<file path="src/rtl/regfile_pkg.sv">
// Shared types and constants for the eight-entry register file.
package regfile_pkg;

  localparam int NUM_REGS   = 8;
  localparam int REG_ADDR_W = 3;

  typedef logic [REG_ADDR_W-1:0] reg_addr_t;

  localparam reg_addr_t ZERO_REG = 3'd0;

endpackage

</file>
<file path="src/rtl/regfile8_wb_if.sv">
// Write/read port bundle for regfile8_wb; the master drives writes and read indices.
interface regfile8_wb_if
  import regfile_pkg::*;
#(
  parameter int WIDTH = 64
) ();

  logic             wr_en;
  reg_addr_t        wr_addr;
  logic [WIDTH-1:0] wr_data;
  reg_addr_t        rd_addr_a;
  logic [WIDTH-1:0] rd_data_a;
  reg_addr_t        rd_addr_b;
  logic [WIDTH-1:0] rd_data_b;
  logic             wr_pending;

  modport master (
    output wr_en, wr_addr, wr_data, rd_addr_a, rd_addr_b,
    input  rd_data_a, rd_data_b, wr_pending
  );

  modport slave (
    input  wr_en, wr_addr, wr_data, rd_addr_a, rd_addr_b,
    output rd_data_a, rd_data_b, wr_pending
  );

endinterface

</file>
<file path="src/rtl/regfile8_wb_decoder.sv">
// 3-to-8 one-hot write-select decoder; all outputs low when en is low.
module decoder3_8 (
  input  logic [2:0] sel,
  input  logic       en,
  output logic [7:0] d
);

  genvar gi;
  generate
    for (gi = 0; gi < 8; gi++) begin : g_dec
      assign d[gi] = en && (sel == 3'(gi));
    end
  endgenerate

endmodule

</file>
<file path="src/rtl/regfile8_wb.sv">
// Eight-entry register file: writes are captured, then committed one edge later;
// both combinational read ports bypass the pending write.
module regfile8_wb
  import regfile_pkg::*;
#(
  parameter int WIDTH   = 64,
  parameter bit ZERO_R0 = 1'b1
) (
  input  logic          clk,
  input  logic          reset_n,
  regfile8_wb_if.slave  bus
);

  logic             pend_valid_reg;
  reg_addr_t        pend_addr_reg;
  logic [WIDTH-1:0] pend_data_reg;
  logic [WIDTH-1:0] regs_reg [NUM_REGS];

  logic [NUM_REGS-1:0] dec_d;
  logic [NUM_REGS-1:0] load_en;

  always_ff @(posedge clk or negedge reset_n) begin
    if (!reset_n) begin
      pend_valid_reg <= 1'b0;
      pend_addr_reg  <= '0;
      pend_data_reg  <= '0;
    end else begin
      pend_valid_reg <= bus.wr_en;
      if (bus.wr_en) begin
        pend_addr_reg <= bus.wr_addr;
        pend_data_reg <= bus.wr_data;
      end
    end
  end

  decoder3_8 u_commit_dec (
    .sel (pend_addr_reg),
    .en  (pend_valid_reg),
    .d   (dec_d)
  );

  // Register 0 is hardwired to zero by never loading it.
  assign load_en = ZERO_R0 ? {dec_d[NUM_REGS-1:1], 1'b0} : dec_d;

  always_ff @(posedge clk or negedge reset_n) begin
    if (!reset_n) begin
      for (int i = 0; i < NUM_REGS; i++) regs_reg[i] <= '0;
    end else begin
      for (int i = 0; i < NUM_REGS; i++) begin
        if (load_en[i]) regs_reg[i] <= pend_data_reg;
      end
    end
  end

  function automatic logic [WIDTH-1:0] read_sel(
    input reg_addr_t        addr,
    input logic [WIDTH-1:0] array_val
  );
    if (ZERO_R0 && addr == ZERO_REG)
      return '0;
    else if (pend_valid_reg && pend_addr_reg == addr)
      return pend_data_reg;
    else
      return array_val;
  endfunction

  assign bus.rd_data_a  = read_sel(bus.rd_addr_a, regs_reg[bus.rd_addr_a]);
  assign bus.rd_data_b  = read_sel(bus.rd_addr_b, regs_reg[bus.rd_addr_b]);
  assign bus.wr_pending = pend_valid_reg;

endmodule

</file>
<file path="src/flat_wrapper.sv">
// flat-port wrapper written by rule: the top's interface ports become plain ports
module regfile8_wb_flat import regfile_pkg::*;
#(
  parameter int WIDTH   = 64,
  parameter bit ZERO_R0 = 1'b1
)
  (clk, reset_n, bus_wr_en, bus_wr_addr, bus_wr_data, bus_rd_addr_a, bus_rd_addr_b, bus_rd_data_a, bus_rd_data_b, bus_wr_pending);
  regfile8_wb_if #(.WIDTH(WIDTH)) bus_i ();
  input  logic clk;
  input  logic reset_n;
  input wire logic [$bits(bus_i.wr_en)-1:0] bus_wr_en;
  input wire logic [$bits(bus_i.wr_addr)-1:0] bus_wr_addr;
  input wire logic [$bits(bus_i.wr_data)-1:0] bus_wr_data;
  input wire logic [$bits(bus_i.rd_addr_a)-1:0] bus_rd_addr_a;
  input wire logic [$bits(bus_i.rd_addr_b)-1:0] bus_rd_addr_b;
  output wire logic [$bits(bus_i.rd_data_a)-1:0] bus_rd_data_a;
  output wire logic [$bits(bus_i.rd_data_b)-1:0] bus_rd_data_b;
  output wire logic [$bits(bus_i.wr_pending)-1:0] bus_wr_pending;
  assign bus_i.wr_en = bus_wr_en;
  assign bus_i.wr_addr = bus_wr_addr;
  assign bus_i.wr_data = bus_wr_data;
  assign bus_i.rd_addr_a = bus_rd_addr_a;
  assign bus_i.rd_addr_b = bus_rd_addr_b;
  assign bus_rd_data_a = bus_i.rd_data_a;
  assign bus_rd_data_b = bus_i.rd_data_b;
  assign bus_wr_pending = bus_i.wr_pending;
  regfile8_wb #(.WIDTH(WIDTH), .ZERO_R0(ZERO_R0)) u_core (.clk(clk), .reset_n(reset_n), .bus(bus_i));
endmodule
</file>
<file path="config.mk">
export PLATFORM = sky130hd
export DESIGN_NAME = regfile8_wb_flat
export DESIGN_NICKNAME = d
export VERILOG_FILES = /design/src/rtl/regfile_pkg.sv /design/src/rtl/regfile8_wb_if.sv /design/src/rtl/regfile8_wb_decoder.sv /design/src/rtl/regfile8_wb.sv /design/src/flat_wrapper.sv
export SDC_FILE = /design/constraint.sdc
export NUM_CORES = 1
export LEC_CHECK = 0
export BUFFER_PORTS_ARGS = -buffer_cell sky130_fd_sc_hd__buf_2
export CAP_MARGIN = 20
export CORE_ASPECT_RATIO = 1.25
export CORE_MARGIN = 10
export CORE_UTILIZATION = 35
export CTS_CLUSTER_SIZE = 20
export DETAILED_ROUTE_END_ITERATION = 12
export RECOVER_POWER = 50
export SETUP_SLACK_MARGIN = 0.4
export SLEW_MARGIN = 10
export SYNTH_ARGS = -nofsm -noshare
export SYNTH_HDL_FRONTEND = slang
export SYNTH_HIERARCHICAL = 1
export SYNTH_SLANG_ARGS = --single-unit
</file>
<file path="constraint.sdc">
create_clock -name clk -period 6.07 [get_ports clk]
set_input_delay 0.607 -clock clk [delete_from_list [all_inputs] [get_ports clk]]
set_output_delay 0.607 -clock clk [all_outputs]
set_load 0.05 [all_outputs]
</file>
==> results.json <==
{
  "outcome": "finished with violations",
  "failed_checks": "hold timing, capacitance limit, slew limit",
  "routed_wl_mm": 88.9,
  "gpl.final_weighted_congestion": 0.784,
  "final_util": 0.398,
  "max_freq_mhz": 215,
  "final_min_period_over_clock_period": 0.767,
  "initial_core_util": 0.353,
  "worstMarginPinSlew_ns": 3.98,
  "setup_repair_after_global_routing_missed_its_margin": "false",
  "crit-reg2reg-capture": "u_core/regs_reg[227]$_DFFE_PN0P_",
  "tritoncts.num_buffers": 56,
  "cpLargestDelayFamily": "buffers and inverters",
  "postCtsSetupRepairBufs": 0,
  "cp-end-kind": "flip-flop",
  "numnets_final": 2454,
  "setup-tns-final_ns": 0,
  "grt_antenna_before_repair": 2,
  "most_used_cells_in_the_layout_excluding_fill_and_tap_cells": "sky130_fd_sc_hd__mux2_2, sky130_fd_sc_hd__dfrtp_1, sky130_fd_sc_hd__buf_2",
  "detailedRoute.firstPassIterationCount": 7,
  "floorplan.io_pins": 205,
  "critPathMostFrequentCell": "sky130_fd_sc_hd__clkbuf_1",
  "post_drt_via_cell_ratio": 6.02,
  "timing.hold.worst.class": "in2async",
  "grt_pass1_wl_mm": 136,
  "via_count": 20869,
  "grt_remaining_overflow": 0,
  "p_leak_nw": 12.5,
  "chipWidth_um": 270,
  "clock_sink_count": 516,
  "critical_path.startpoint_type": "primary input",
  "portBuffers": 204,
  "multiInputGateArea_um2": 13400,
  "worst_ep_arrival_time_ns": 5.20,
  "avgRoutedWirePerCell_um": 25.7,
  "hold_violations": 7,
  "post-layout-total-power_w": 0.0133,
  "post_syn_instances": 2374,
  "core.rowCount": 114,
  "dp_hpwl_mm": 49.1,
  "whs_ns": -0.0261,
  "drt-initial-drc-count": 1896,
  "crit_buf_inv": 2,
  "layout-drive-gt1-share": 0.353,
  "clk_path_buf_depth": 3,
  "final.min_clock_period_ns": 4.65,
  "syn_area_per_cell_um2": 11.5,
  "slew_headroom": -1.66,
  "die_y_um": 332,
  "critPathSlowestCell": "sky130_fd_sc_hd__clkbuf_1",
  "number_of_global_route_vias_before_repair": 21749,
  "criticalPathCategory": "in2reg",
  "crit_cells": 3,
  "syn_area_um2": 27300,
  "largest_register_ff_count": 448,
  "global_route.usage.total": 0.191,
  "cp_slowest_stage_delay_ns": 2.87,
  "drc": 0,
  "worst_setup_hold_path_clk_slew_ns": 0.06,
  "antenna_cells": 0,
  "maxSlewViolCount": 108,
  "setup.reg_to_reg.worst_slack_ns": 3.25,
  "tritoncts": "done",
  "ctsHtreeMaxLevel": 2,
  "ant_nets": 0,
  "critical_path_peak_fanout": 46,
  "grt_start_max_net_pins": 184,
  "clkLatencyLatePin_ns": 0.62,
  "ctsResizeCount": 0,
  "finalClockSkew_ns": 0.0132,
  "power.density_nw_per_um2": 432,
  "core_area_um2": 77300,
  "synth-warning-count": 6,
  "regArea_um2": 12900,
  "area_of_the_die_um2": 89700,
  "hold_buffers": 0,
  "crit_required_ns": 6.61,
  "crit_path_cell_trace": "clkbuf_1, clkbuf_1, mux2_2",
  "cts_root_buf": "sky130_fd_sc_hd__clkbuf_16",
  "maxCapViolCount": 3,
  "ir_worst_vdd_v": 0.000234,
  "finalSetupViolations": 0,
  "crit_path_end": "u_core/pend_data_reg[37]$_DFFE_PN0P_",
  "area_growth_syn_to_layout_pct": 12.7,
  "syn_nets": 2450,
  "fillers": 7351,
  "startpoint": "bus_wr_en",
  "crit-reg2reg-launch": "u_core/pend_addr_reg[0]$_DFFE_PN0P_",
  "worst-r2r-cell-count": 3
}
## per-layer routing
layer	global-route usage	vias to the layer above	wire, um	part of all wire
met2	0.318	836	43100	0.48
met4	0.0675	2	2510	0.028
li1	-	8964	-	-
met1	0.250	10902	38400	0.43
met3	0.0282	165	4960	0.056
met5	0	-	7	0.000079
## stage by stage
stage / worst slack (ns) / cell area, um^2 / instances
2_1_floorplan: 3.17 / 27300 / 2374
3_3_place_gp: 2.07 / 28900 / 3364
3_5_place_dp: 2.01 / 28900 / 3364
4_1_cts: 1.98 / 30800 / 3465
5_1_grt: 0.982 / 30800 / 3465
6_report: 1.42 / 30800 / 3465
## power breakdown
part	total [W]	switching, W	internal (W)	leakage, nW
Clock	0.00355	0.00146	0.00209	0.933
Sequential	0.00569	0.00102	0.00466	6.18
Combinational	0.00406	0.00217	0.00189	5.40
Total	0.0133	0.00466	0.00864	12.5
## cell type report
cell class | count | area share
multi-input combinational | 1570 | 0.434
sequential | 516 | 0.419
clock buffer | 78 | 0.0521
timing repair buffer | 234 | 0.0435
tap | 1044 | 0.0424
clock inverter | 23 | 0.00914
## worst register-to-register path, delay by kind of cell, from the launching register on
kind	cells	cell delay (ns)
muxes	1	0.43
DFF	1	0.55
and+or+nand+nor	1	1.12
buffers and inverters	1	0.61
## how the worst min path moves through the flow
stage | from | to | slack (ns) | cells past startpoint
3_3_place_gp | u_core/regs_reg[443]$_DFFE_PN0P_ | u_core/regs_reg[443]$_DFFE_PN0P_ | 0.50 | 1
6_report | reset_n | u_core/regs_reg[420]$_DFFE_PN0P_ | -0.03 | 1
4_1_cts | reset_n | u_core/regs_reg[100]$_DFFE_PN0P_ | 0.02 | 1
5_1_grt | reset_n | u_core/regs_reg[415]$_DFFE_PN0P_ | 0.05 | 1
3_5_place_dp | u_core/regs_reg[395]$_DFFE_PN0P_ | u_core/regs_reg[395]$_DFFE_PN0P_ | 0.50 | 1
2_1_floorplan | reset_n | u_core/bus.wr_pending$_DFF_PN0_ | 0.31 | 0
(Power assumes the default switching activity.)
